[config.mk]
export PLATFORM = sky130hd
export DESIGN_NAME = j_add_arb
export DESIGN_NICKNAME = d
export VERILOG_FILES = /design/src/rtl/j_add_arb.sv
export SDC_FILE = /design/constraint.sdc
export NUM_CORES = 1
export LEC_CHECK = 0
export ABC_CLOCK_PERIOD_IN_PS = 2200
export BUFFER_PORTS_ARGS = -buffer_cell sky130_fd_sc_hd__buf_2
export CAP_MARGIN = 20
export CORE_AREA = 5 5 162 164
export CTS_CLUSTER_DIAMETER = 120
export DETAILED_ROUTE_END_ITERATION = 10
export DIE_AREA = 0 0 167 169
export GPL_TIMING_DRIVEN = 0
export PLACE_DENSITY_LB_ADDON = 0.15
export SYNTH_ARGS = -nofsm -noshare
export SYNTH_HDL_FRONTEND = slang
export SYNTH_SLANG_ARGS = --single-unit
[constraint.sdc]
create_clock -name sys_clk -period 2.2 [get_ports sys_clk]
set_input_delay 0.11 -clock sys_clk [delete_from_list [all_inputs] [get_ports sys_clk]]
set_output_delay 0.11 -clock sys_clk [all_outputs]
set_load 0.02 [all_outputs]
[src/rtl/j_add_arb.sv]
// j_add_arb: round-robin arbiter and sequencer that shares one external 32-bit
// fast adder between NREQ requesters. A 32-bit add takes one adder pass (LO).
// A 64-bit add takes two passes (LO then HI), and the LO carry-out is chained
// into the HI carry-in. The result is registered, and a one-cycle ack pulse
// goes to the granted requester.
//
// Optional feature: define J_ADDARB_SUB_EN to add the sub port (A-B).
//
// Ports
//   sys_clk    system clock, rising edge
//   xresetl    asynchronous active-low reset
//   req        per-requester request, held until ack
//   dbl        per-requester 64-bit select (two passes)
//   ci         per-requester carry-in for the low pass
//   opa, opb   operands, requester i at [64i+63:64i]
//   sub        (J_ADDARB_SUB_EN only) per-requester subtract select
//   add_a/b    operand words driven to the external adder
//   add_ci     carry-in driven to the external adder
//   add_s      adder sum (combinational)
//   add_co32   adder carry-out
//   ack        one-cycle completion pulse, one-hot
//   res        64-bit result, upper word zero for 32-bit ops
//   co         final carry-out
//   busy       high whenever the sequencer is not idle
module j_add_arb #(
  parameter int NREQ = 2
) (
  input  logic              sys_clk,
  input  logic              xresetl,
  input  logic [NREQ-1:0]   req,
  input  logic [NREQ-1:0]   dbl,
  input  logic [NREQ-1:0]   ci,
  input  logic [NREQ*64-1:0] opa,
  input  logic [NREQ*64-1:0] opb,
`ifdef J_ADDARB_SUB_EN
  input  logic [NREQ-1:0]   sub,
`endif
  output logic [31:0]       add_a,
  output logic [31:0]       add_b,
  output logic              add_ci,
  input  logic [31:0]       add_s,
  input  logic              add_co32,
  output logic [NREQ-1:0]   ack,
  output logic [63:0]       res,
  output logic              co,
  output logic              busy
);

  localparam int IW = (NREQ > 2) ? 2 : 1;

  typedef enum logic [1:0] {IDLE, LO, HI} state_t;

  state_t          state_q, state_d;
  logic [IW-1:0]   gidx_q, ptr_q;
  logic            cry_q;
  logic [NREQ-1:0] ack_q;
  logic [63:0]     res_q;
  logic            co_q;

  logic [NREQ-1:0] eligible;
  logic            grantValid;
  logic [IW-1:0]   grantIdx, cand, nextPtr;
  logic            subSel;
  logic [31:0]     wordA, wordB;

  // A requester still holding req during its own ack cycle must not be re-granted.
  assign eligible = req & ~ack_q;

  assign nextPtr = (gidx_q == IW'(NREQ - 1)) ? '0 : gidx_q + 1'b1;

`ifdef J_ADDARB_SUB_EN
  assign subSel = sub[gidx_q];
`else
  assign subSel = 1'b0;
`endif

  // Search for the first eligible requester, starting at ptr and wrapping.
  always_comb begin
    grantValid = 1'b0;
    grantIdx   = '0;
    cand       = '0;
    for (int i = 0; i < NREQ; i++) begin
      cand = IW'((int'(ptr_q) + i) % NREQ);
      if (!grantValid && eligible[cand]) begin
        grantValid = 1'b1;
        grantIdx   = cand;
      end
    end
  end

  always_ff @(posedge sys_clk or negedge xresetl) begin
    if (!xresetl) state_q <= IDLE;
    else          state_q <= state_d;
  end

  always_comb begin
    state_d = state_q;
    case (state_q)
      IDLE:    if (grantValid) state_d = LO;
      LO:      state_d = dbl[gidx_q] ? HI : IDLE;
      HI:      state_d = IDLE;
      default: state_d = IDLE;
    endcase
  end

  // Operand words come straight from the granted requester. They must stay stable until ack.
  always_comb begin
    wordA  = '0;
    wordB  = '0;
    add_a  = '0;
    add_b  = '0;
    add_ci = 1'b0;
    case (state_q)
      LO: begin
        wordA  = opa[int'(gidx_q)*64 +: 32];
        wordB  = opb[int'(gidx_q)*64 +: 32];
        add_a  = wordA;
        add_b  = subSel ? ~wordB : wordB;
        add_ci = subSel ? 1'b1 : ci[gidx_q];
      end
      HI: begin
        wordA  = opa[int'(gidx_q)*64 + 32 +: 32];
        wordB  = opb[int'(gidx_q)*64 + 32 +: 32];
        add_a  = wordA;
        add_b  = subSel ? ~wordB : wordB;
        add_ci = cry_q;
      end
      default: ;
    endcase
  end

  // Datapath registers. ack defaults low every cycle so that it is a single-cycle pulse.
  always_ff @(posedge sys_clk or negedge xresetl) begin
    if (!xresetl) begin
      gidx_q <= '0;
      ptr_q  <= '0;
      cry_q  <= 1'b0;
      ack_q  <= '0;
      res_q  <= '0;
      co_q   <= 1'b0;
    end else begin
      ack_q <= '0;
      case (state_q)
        IDLE: if (grantValid) gidx_q <= grantIdx;
        LO: begin
          res_q[31:0] <= add_s;
          if (dbl[gidx_q]) begin
            cry_q <= add_co32;
          end else begin
            res_q[63:32]  <= '0;
            co_q          <= add_co32;
            ack_q[gidx_q] <= 1'b1;
            ptr_q         <= nextPtr;
          end
        end
        HI: begin
          res_q[63:32]  <= add_s;
          co_q          <= add_co32;
          ack_q[gidx_q] <= 1'b1;
          ptr_q         <= nextPtr;
        end
        default: ;
      endcase
    end
  end

  assign ack  = ack_q;
  assign res  = res_q;
  assign co   = co_q;
  assign busy = (state_q != IDLE);

endmodule

### After elaboration in Yosys (flattened, before gate mapping)

Index checks and enable logic that the tools add are counted.

| storage, ports and cells | value |
|---|---|
| bits in registers | 72 |
| input port bits | 297 |

| cells by class | value |
|---|---|
| $add $sub $neg | 3 |
| order comparisons | 4 |
| eq/ne operators | 4 |
| shift-type cells | 4 |
| multiplexer cells | 29 |
| bitwise operators | 2 |
| reductions and logical operators | 9 |

Operators with widths:

| cell | number |
|---|---|
| $shiftx A128 B8 Y32 | 2 |
| $pmux W32 S2 | 3 |
| $shiftx A128 B32 Y32 | 1 |
| $shiftx A128 B9 Y32 | 1 |
| $mux W32 | 1 |
| $mux W1 | 16 |
| $add A7 B6 Y8 const B | 1 |
| $pmux W2 S2 | 2 |
| $lt A1 B2 Y1 const B | 3 |
| $mux W2 | 3 |
| $pmux W1 S2 | 3 |
| $reduce_and A2 Y1 | 3 |
| $ne A2 B2 Y1 const B | 2 |
| $reduce_bool A2 Y1 | 2 |
| $add A1 B1 Y1 const B | 2 |
| $and A2 B2 Y2 | 1 |
| $eq A2 B1 Y1 const B | 1 |
| $eq A2 B2 Y1 const B | 1 |
| $logic_and A1 B1 Y1 | 2 |
| $logic_not A2 Y1 | 1 |
| $not A2 Y2 | 1 |
| $demux W1 S1 | 1 |
| $ge A1 B1 Y1 const B | 1 |
| $logic_not A1 Y1 | 1 |

### Logic depth before layout (Yosys ltp)

Gate-level depths: netlist of run 1.

| logic depth | value |
|---|---|
| depth in word-level cells | 10 |
| mapped depth | 7 |

### Worst setup path before layout of run 1

OpenSTA, ideal clock, no wires.

| timing | value |
|---|---|
| path type | register -> output |
| from | register state_q[0] |
| to | output port add_a[0] |
| arrival | 1.730 ns |
| slack | 0.360 ns |
| stages on the path, launching flop included | 7 |
| path buffers | 2 |
| cell sequence | dfrtp_1 > inv_1 > ha_1 > buf_6 > buf_6 > mux4_2 > and2_1 |

| between the ends | value |
|---|---|
| longest elaborated chain between the ends | 2 |
| elaborated cells on any way between the ends | 3 |

Ends and longest elaborated chain:

| item | line | text |
|---|---|---|
| start, declared | 53 | `state_t state_q, state_d;` |
| start signal, assigned | 93 | `else state_q <= state_d;` |
| $eq A2 B2 Y1 / $eq A2 B1 Y1 (equally long branches) | 113 | `case (state_q)` |
| $pmux W32 S2 (*) | 113 |  |
| end, declared | 38 | `output logic [31:0] add_a,` |

Every way passes the cells marked *; elsewhere a longest branch is shown, timed or not.

### Worst setup path after layout of run 1

| timing | value |
|---|---|
| from | register state_q[0] |
| to | output port add_a[3] |

Same word-level chain as after synthesis.

==> summary.md, run 1 <==
| Metric | Value |
|---|---|
| Crit path time final | 2260 ps |
| Vias | 5105 |
| Reg power frac | 0.153 |
| WP data arrival | 2150 ps |
| IO buf count | 429 |
| Hold worst-path end | res[28]$_DFFE_PN0N_ |
| Vias in the first global route | 5601 |
| CTS Buffer Depth | 2 |
| Synth Warn # | 0 |
| Most numerous cell in the Yosys netlist | dfrtp_1 |
| Total Wirelength | 25.0 mm |
| Sequential-to-total area share from yosys stat | 0.374 |
| Clock root buffer | clkbuf_16 |
| Number of synthesized register bits | 72 |
| Maxcap violations | 0 |
| Layout Utilization | 0.348 |
| GRT Resource Usage Total | 0.170 |
| Hold path start | add_s[28] |
| H-tree levels | 3 |
| Die height | 169 um |
| VDD IR max | 751 uV |
| Syn_area_per_cell | 14.1 sq um |
| First-pass GRT wire length | 36.4 mm |
| Clock Power Share | 0.100 |
| Initial antenna violation count | 12 |
| Static leakage | 4.24 nW |
| Grt ovf | 0 |
| Cell Chain, Critical Path | inv_2 > ha_4 > buf_12 > clkbuf_16 > mux4_2 > and2_4 > buf_6 |
| R2R Path End | res[60]$_DFFE_PN0P_ |
| RSZ-0062 raised after global routing | yes |
| CP max stage cell | mux4_2 |
| Reg2reg start | state_q[0]$_DFFE_PN0P_ |
| Final Setup Violations | 47 |
| Worst setup path class | flop to output port |
| Sw Ratio | 0.432 |
| Detail Placement HPWL | 20.8 mm |
| Async S/R FF share, synth | 1.00 |
| Pre-CTS setup slack | -401 ps |
| DR vias/cell | 4.46 |
| Most used DFF post-synth | dfrtp_1 |
| Drt pass-1 iters | 6 |
| Filler instances | 2539 |
| Total CTS buffers | 9 |
| Nature of the critical path endpoint | output port |
| Cell depth of the worst hold path | 2 |
| Share of layout cells above drive strength 1 | 0.809 |
| P per Cell Area | 1730 nW/um^2 |
| Worst-margin pin slew | 668 ps |
| Commonest cells post-synth | dfrtp_1 (72), and2_1 (66), mux4_2 (64), mux2_2 (34), a32o_1 (32) |
| FMAX | 442 MHz |
| Initial Utilization | 0.195 |
| Tcrit/Tclk final | 1.03 |
| Post-synth net total | 643 |
| Core footprint | 24700 sq um |
| Synthesized instance count | 341 |
| Critical Path RT | 2090 ps |
| Share of the synthesized area in the top cell type | 0.374 |
| Critical path's largest stage delay | 500 ps |
| Total Nets Final | 1104 |
| Initial DRC count | 186 |
| Worst Path Max Fanout | 8 |
| R2R depth | 8 |
| Max Slew Vio Count | 0 |
| Post-synth EDFFs | 0 |
| Clk pin slew, worst setup/hold paths | 60 ps |
| Yosys top cell by area | dfrtp_1 |
| Worst Skew | 4.16 ps |
| Rows | 58 |
| Synth unique cells | 24 |
| GP Congestion | 0.986 |
| Post-synthesis cell area | 4820 sq um |
| Setup ws final | -62.2 ps |
| Die area | 28200 sq um |
| Status | finished with violations |
| Min-Delay Path Class | input pin to flop |
| Int Pwr | 8.45 mW |
| Post-route ant nets | 0 |
| Worst R2R Setup Slack | 240 ps |
| Worst-Skew Late Latency | 330 ps |
| Crit path launch type | flop |
| CTS tree | yes |
| Hold slack | 25.3 ps |
| Logic pwr share | 0.747 |
| Psw | 6.43 mW |
| Final Hold Viols | 0 |
| Die Wd | 167 um |
| Largest net degree at the start of global routing | 38 |
| Ranking of synthesized cells by area | dfrtp_1 (37%), mux4_2 (30%), and2_1 (8.6%) |
| Failing checks | setup timing |
| # DRC | 0 |
| Routed WL per cell | 21.9 um |
| I/O Pins | 430 |
| Area grow syn2layout | 78.8% |
| CTS Sinks | 72 |
| Worst rel slew slack | 0.555 |
-- layout by cell type, fill, tap and decap left out, drive strengths merged, types with 2 or more instances in the layout --
cell type / instances
nand2b: 3
clkbuf: 28
a32o: 32
diode: 8
mux2: 34
mux2i: 3
mux4: 64
and2: 66
nand2: 3
o21ai: 3
ha: 5
a21oi: 3
dfrtp: 72
inv: 8
buf: 471
nor2: 2
-- state kept, by name (all words and copies together) (netlist names) --
name and cells:
res 64, ack 2, state_q 2, co 1
cry_q 1, gidx_q 1, ptr_q 1
-- worst max-delay path by stage --
stage                           start  depth (start not counted)        end
2_1_floorplan  state_q[0]$_DFFE_PN0P_                          6   add_a[0]
3_3_place_gp   state_q[0]$_DFFE_PN0P_                          7  add_a[20]
3_5_place_dp   state_q[0]$_DFFE_PN0P_                          7  add_a[20]
4_1_cts        state_q[0]$_DFFE_PN0P_                          7   add_a[7]
5_1_grt        state_q[0]$_DFFE_PN0P_                          8   add_b[4]
6_report       state_q[0]$_DFFE_PN0P_                          7   add_a[3]
-- repair_timing --
| item | CTS | global route |
|---|---|---|
| setup buffers | 14 | 3 |
| cloned | 3 | 2 |
| hold buffers | 1 | 0 |
| endpoints found under the hold margin | 35 | 0 |
| pin swaps | 12 | 4 |
| endpoints found under the setup margin | 71 | 94 |
| resized for setup | 142 | 74 |
-- through the flow --
stage / setup TNS [ps] / instance area [sq um] / total power, mW / instances
floorplan: 0 / 4820 / 7.90 / 341
global placement: -3010 / 7380 / 11.1 / 1100
detailed placement: -2830 / 7400 / 11.1 / 1101
CTS: -3080 / 8380 / 14.5 / 1134
global route: -6660 / 8610 / 15.8 / 1142
finish: -1350 / 8620 / 14.9 / 1145
-- layer usage --
layer	up-vias	track usage	routed length [um]
met1	2536	0.189	9130
li1	2275	-	-
met4	6	0.0462	522
met3	36	0.0607	2030
met5	-	0	28
met2	252	0.306	13300
-- layout make-up --
cell class,count,area [sq um],area share
plain buffers,38,340,0.0395
clock inverters,4,51.3,0.00595
diodes,8,20.0,0.00232
repair buffers,450,2800,0.325
well taps,330,413,0.0479
flip-flops and latches,72,1800,0.209
inverters,7,26.3,0.00305
clock buffers,12,256,0.0297
multi-input cells,224,2910,0.337
-- worst max-delay path: cells and delay by family (launching register included) --
kind	cells	cell delay [ps]
buf+inv	4	560
simple gates	1	170
fa+ha+maj	1	190
flops	1	390
mux	1	500
-- cells by family after synthesis --
| kind of cell | Yosys count | share of synthesized area |
|---|---|---|
| AOI/OAI and AO/OA | 42 | 0.0784 |
| and+or+nand+nor | 76 | 0.0960 |
| DFF | 72 | 0.374 |
| adders and majority gates | 5 | 0.0130 |
| buffers and inverters | 45 | 0.0542 |
| muxes | 101 | 0.385 |
-- power by group through the flow --
stage	sequential (mW)	combinational (mW)	clock [mW]
CTS	2.28	10.7	1.55
floorplan	3.01	4.89	0
global route	2.36	11.9	1.61
detailed placement	2.29	8.84	0
global placement	2.28	8.85	0
finish	2.28	11.1	1.49
No activity file was read; power rests on OpenSTA's default activity.
==> inputs of run 2 (changes only) <==
- ABC_AREA: default -> 1
- CORE_AREA: 5 5 162 164 -> 5 5 163 165
- DIE_AREA: 0 0 167 169 -> 0 0 168 170
- SKIP_LAST_GASP: default -> 1
==> summary.md, run 2 <==
| Metric | Value |
|---|---|
| Critical Path RT | 2090 ps |
| Total Wirelength | 30.9 mm |
| Worst Path Max Fanout | 10 |
| Fraction of synthesized cell area in xor and xnor cells | 0 |
| Grt ovf | 0 |
| Crit path launch | state_q[1]$_DFFE_PN0P_ |
| CTS Sinks | 72 |
| Die Wd | 168 um |
| Worst rel slew slack | 0.636 |
| Cell Chain, Critical Path | buf_6 > ha_4 > clkinvlp_4 > clkbuf_16 > clkbuf_4 > o21ai_1 > o21ai_1 > buf_4 |
| Area grow syn2layout | 65.2% |
| VDD IR max | 719 uV |
| Finished Cell Area | 9020 sq um |
| Ranking of synthesized cells by area | dfrtp_1 (33%), nand2_1 (17%), o21ai_0 (9.4%) |
| Clk pin slew, worst setup/hold paths | 60 ps |
| Max Slew Vio Count | 0 |
| # DRC | 0 |
| Worst setup path class | flop to output port |
| Final Power | 13.2 mW |
| Fraction of synthesized area in multiplexers | 0.0660 |
| Post-route ant nets | 0 |
| Worst-margin pin slew | 547 ps |
| RSZ-0062 raised after global routing | yes |
| Critical path's largest stage delay | 390 ps |
| Vias in the first global route | 7137 |
| Share of layout cells above drive strength 1 | 0.450 |
| First-pass GRT wire length | 44.6 mm |
| Routed WL per cell | 18.7 um |
| Top cell by count, worst path | o21ai_1 |
| Largest net degree at the start of global routing | 45 |
| Final Hold Viols | 0 |
| Clock root buffer | clkbuf_16 |
| Compound-cell area share of the yosys netlist | 0.139 |
| Commonest non-fill, non-tap cell in the layout | buf_2 |
| Total Nets Final | 1617 |
| Most numerous cell in the Yosys netlist | nand2_1 |
| GRT Resource Usage Total | 0.204 |
| Syn_area_per_cell | 6.35 sq um |
| Worst Skew | 7.72 ps |
| Initial Utilization | 0.219 |
| Async S/R FF share, synth | 1.00 |
| Core footprint | 24900 sq um |
| Commonest cells post-synth | nand2_1 (254), nor2_1 (123), o21ai_0 (102), inv_1 (93), dfrtp_1 (72) |
| Status | finished, final reports clean |
| P per Cell Area | 1470 nW/um^2 |
| Initial antenna violation count | 9 |
| Post-synthesis cell area | 5460 sq um |
| WP data arrival | 2020 ps |
| Min-Delay Path Class | input pin to flop |
| Number of synthesized register bits | 72 |
| Hold path start | add_s[3] |
| Die area | 28600 sq um |
| Max reg flops | 64 |
| Drt pass-1 iters | 5 |
| Static leakage | 5.28 nW |
| Nature of the critical path endpoint | output port |
| Multi-input gate area | 3110 sq um |
| Worst-Skew Late Latency | 330 ps |
| Synth unique cells | 22 |
| Crit path time final | 2130 ps |
| Most used DFF post-synth | dfrtp_1 |
| Top delay family on crit path | buffers and inverters |
| Adder-cell share of the synthesized area | 0.0115 |
| Tcrit/Tclk final | 0.969 |
| Vias | 7279 |
| Filler instances | 2850 |
| Yosys top cell by area | dfrtp_1 |
| Initial DRC count | 389 |
| Layout Utilization | 0.362 |
| Post-synth net total | 1162 |
| I/O Pins | 430 |
| FMAX | 469 MHz |
| Largest family of logic cells by synthesized area | simple AND/OR/NAND/NOR gates |
| GP Congestion | 0.937 |
| Maxcap violations | 0 |
| Share of the synthesized area in the top cell type | 0.330 |
| CTS Buffer Depth | 2 |
| Die height | 170 um |
| TNS Setup | 0 ps |
| Rows | 58 |
| Post-synthesis simple-gate area fraction | 0.323 |
| Sequential-to-total area share from yosys stat | 0.330 |
| Detail Placement HPWL | 24.9 mm |
| Final Setup Violations | 0 |
| CP max stage cell | dfrtp_1 |
| Placed cell area | 8050 sq um |
| FF/Latch Area | 1800 sq um |
| H-tree levels | 3 |
| Total CTS buffers | 9 |
| IO buf count | 429 |
| Synthesized instance count | 860 |
| CTS tree | yes |
| Worst path bufs/invs | 5 |
| DR vias/cell | 4.40 |
| Post-synth EDFFs | 0 |
| Crit path launch type | flop |
| Synth Warn # | 0 |
| Reg2reg start | state_q[1]$_DFFE_PN0P_ |
| Most frequent cells in the layout | buf_2 (391), nand2_1 (254), nor2_1 (114) |
==> run 2: power breakdown <==
group | leakage [nW] | switching [mW] | internal, mW | total, mW
Combinational | 4.23 | 5.93 | 3.71 | 9.64
Clock | 0.132 | 0.541 | 0.786 | 1.33
Sequential | 0.917 | 0.314 | 1.94 | 2.26
Total | 5.28 | 6.78 | 6.44 | 13.2
==> run 2: cell families (layout without fill, tap and decap cells) <==
family / Yosys count / count (layout)
AND/OR/NAND/NOR: 442 / 442
buffers and inverters: 157 / 616
AO/OA/AOI/OAI: 152 / 152
flip-flops: 72 / 72
multiplexers: 32 / 32
adder cells (fa/ha/maj): 5 / 5
other: 0 / 6
==> run 2: path summary, 6_finish.rpt <==
path / to / slack [ps] / cells after the start
setup reg to reg: res[33]$_DFFE_PN0P_ / 470 / 6
max in group asynchronous: ptr_q$_DFFE_PN0P_ / 1380 / 3
min in group asynchronous: res[13]$_DFFE_PN0N_ / 260 / 2
hold / removal: res[3]$_DFFE_PN0N_ / 20 / 2
hold reg to reg: res[38]$_DFFE_PN0P_ / 460 / 2
setup / recovery: add_a[18] / 70 / 8
==> run 2: area by class of cell <==
| class | count | area share |
|---|---|---|
| Clock inverter | 3 | 0.00208 |
| Inverter | 95 | 0.0414 |
| Tap cell | 330 | 0.0458 |
| Antenna cell | 6 | 0.00167 |
| Timing Repair Buffer | 449 | 0.282 |
| Multi-Input combinational cell | 631 | 0.345 |
| Sequential cell | 72 | 0.200 |
| Clock buffer | 12 | 0.0273 |
| Buffer | 57 | 0.0541 |
==> run 2: metal layers <==
layer	GRT usage	up-vias	part of all wire
li1	-	3619	-
met1	0.256	3352	0.42
met2	0.351	277	0.49
met3	0.0527	27	0.075
met4	0.0487	4	0.013
met5	0	-	0.00068
==> run 2: metrics by stage <==
step	worst slack, ps	hold WS (ps)	std cells
2_1_floorplan	324	-186	860
3_3_place_gp	-367	361	1619
3_5_place_dp	-322	69.9	1620
4_1_cts	-32.0	11.0	1645
5_1_grt	-36.3	16.2	1655
6_report	67.6	24.8	1655
==> run 2: repair_timing <==
item | 4_1_cts | 5_1_grt
endpoints found under the setup margin | 65 | 65
gates resized for setup | 77 | 143
pin swaps | 5 | 25
hold buffers | 1 | 0
endpoints found under the hold margin | 28 | 0
gates cloned | 1 | 1
setup buffers | 10 | 6
==> inputs of run 3 (changes only) <==
--- a/config.mk
+++ b/config.mk
@@ -13,2 +13,3 @@
 export CTS_CLUSTER_DIAMETER = 120
+export CTS_CLUSTER_SIZE = 30
 export DETAILED_ROUTE_END_ITERATION = 10
==> constraint.sdc (replaced) <==
create_clock -name sys_clk -period 2.2 [get_ports sys_clk]
set_input_delay 0 -clock sys_clk [delete_from_list [all_inputs] [get_ports sys_clk]]
set_output_delay 0 -clock sys_clk [all_outputs]
set_load 0.02 [all_outputs]
==> summary.md, run 3 (synthesis gave the netlist of run 2 again) <==
| Metric | Value |
|---|---|
| Finished Layout Cells | 1682 |
| Post-route ant nets | 0 |
| P per Cell Area | 1380 nW/um^2 |
| WP data arrival | 2160 ps |
| Setup ws final | 40.3 ps |
| Initial Utilization | 0.219 |
| DR vias/cell | 4.35 |
| Final Power | 12.3 mW |
| Finished Cell Area | 8890 sq um |
| Cells after DPL | 1620 |
| Worst Skew | 7.56 ps |
| Worst setup path class | flop to output port |
| CTS Buffer Depth | 2 |
| Nature of the critical path endpoint | output port |
| Die area | 28600 sq um |
| Hold worst-path end | state_q[1]$_DFFE_PN0P_ |
| Vias | 7311 |
| Detail Placement HPWL | 24.9 mm |
| Reg2reg start | state_q[1]$_DFFE_PN0P_ |
| Maxcap violations | 0 |
| Vias in the first global route | 7266 |
| Initial antenna violation count | 8 |
| Crit path time final | 2160 ps |
| Share of layout cells above drive strength 1 | 0.407 |
| Total CTS buffers | 9 |
| Initial DRC count | 336 |
| FMAX | 463 MHz |
| Drt pass-1 iters | 5 |
| Max Slew Vio Count | 0 |
| H-tree levels | 3 |
| R2R depth | 9 |
| Placed cell area | 8050 sq um |
| Worst R2R Setup Slack | 490 ps |
| Final Setup Violations | 0 |
| Total Nets Final | 1645 |
| Critical Path RT | 2200 ps |
| GRT Resource Usage Total | 0.205 |
| Grt ovf | 0 |
| Die height | 170 um |
| Worst-margin pin slew | 531 ps |
| Status | finished, final reports clean |
| CTS tree | yes |
| Layout Utilization | 0.357 |
| First-pass GRT wire length | 45.0 mm |
| Final Hold Viols | 0 |
| R2R Path End | res[34]$_DFFE_PN0P_ |
| # DRC | 0 |
| Total Wirelength | 30.7 mm |
| Area grow syn2layout | 62.9% |
| Hold path start | req[1] |
| RSZ-0062 raised after global routing | yes |
| Min-Delay Path Class | input pin to flop |
| Largest net degree at the start of global routing | 45 |
| Tcrit/Tclk final | 0.982 |
| Static leakage | 5.29 nW |
| Worst rel slew slack | 0.646 |
| Core footprint | 24900 sq um |
| Commonest non-fill, non-tap cell in the layout | buf_2 |
| Clk pin slew, worst setup/hold paths | 60 ps |
| VDD IR max | 718 uV |
| Crit path launch type | flop |
| Routed WL per cell | 18.2 um |
| IO buf count | 429 |
| Pre-CTS setup slack | -212 ps |
| Die Wd | 168 um |
| Rows | 58 |
| Cell depth of the worst hold path | 4 |
| Clock root buffer | clkbuf_16 |
| Max reg flops | 64 |
| I/O Pins | 430 |
| Worst-Skew Late Latency | 330 ps |
| Most frequent cells in the layout | buf_2 (428), nand2_1 (254), nor2_1 (123) |
| GP Congestion | 0.937 |
| Worst Path Max Fanout | 10 |
| CTS Sinks | 72 |
[run 3: what timing repair did]
item                                    4_1_cts  5_1_grt
pin swaps                                     3        3
endpoints found under the hold margin       125        0
hold buffers                                 36        0
gates resized for setup                      30       47
buffers inserted                              8        0
endpoints found under the setup margin       63       65
gates cloned                                  0        0
[run 3: per-layer routing]
layer	routed length (um)	GRT usage	vias up
li1	-	-	3674
met4	371	0.0459	4
met3	2340	0.0530	23
met1	12900	0.255	3356
met2	15000	0.357	254
met5	26	0	-
[run 3: cell type report]
class | instances | area [sq um]
Timing Repair Buffer | 474 | 2630
Multi-Input combinational cell | 631 | 2990
Tap cell | 330 | 413
Clock inverter | 3 | 18.8
Sequential cell | 72 | 1800
Inverter | 95 | 359
Clock buffer | 12 | 246
Antenna cell | 5 | 12.5
Buffer | 60 | 424
Fill cell | 2854 | 16000
[run 3: worst max path at each step]
stage	cells after the start	from	slack (ps)	end
final	7	state_q[0]$_DFFE_PN0P_	40	add_a[31]
after global routing	9	state_q[1]$_DFFE_PN0P_	-20	add_a[15]
after CTS	7	state_q[0]$_DFFE_PN0P_	-40	add_a[19]
after global placement	7	state_q[0]$_DFFE_PN0P_	-260	add_a[25]
after detailed placement	7	state_q[0]$_DFFE_PN0P_	-210	add_a[25]
after floorplan	8	state_q[0]$_DFFE_PN0P_	430	add_a[0]
[run 3: worst max-delay path, cell delays in order (launching register included)]
cell      delay, ps
dfrtp_1         380
inv_2           120
ha_4            190
inv_1            70
clkbuf_2        240
o21ai_0         460
o21ai_0         170
buf_2           200
[run 3: power breakdown]
group,switching (mW),internal [mW]
Clock,0.544,0.786
Combinational,5.64,3.05
Sequential,0.317,1.94
Total,6.50,5.79
[run 3: through the flow]
stage / TNS, ps / hold WS (ps)
finish: 0 / 41.3
CTS: -128 / 31.8
global placement: -293 / 251
detailed placement: -224 / -40.1
global route: -52.8 / 59.1
floorplan: 0 / -296
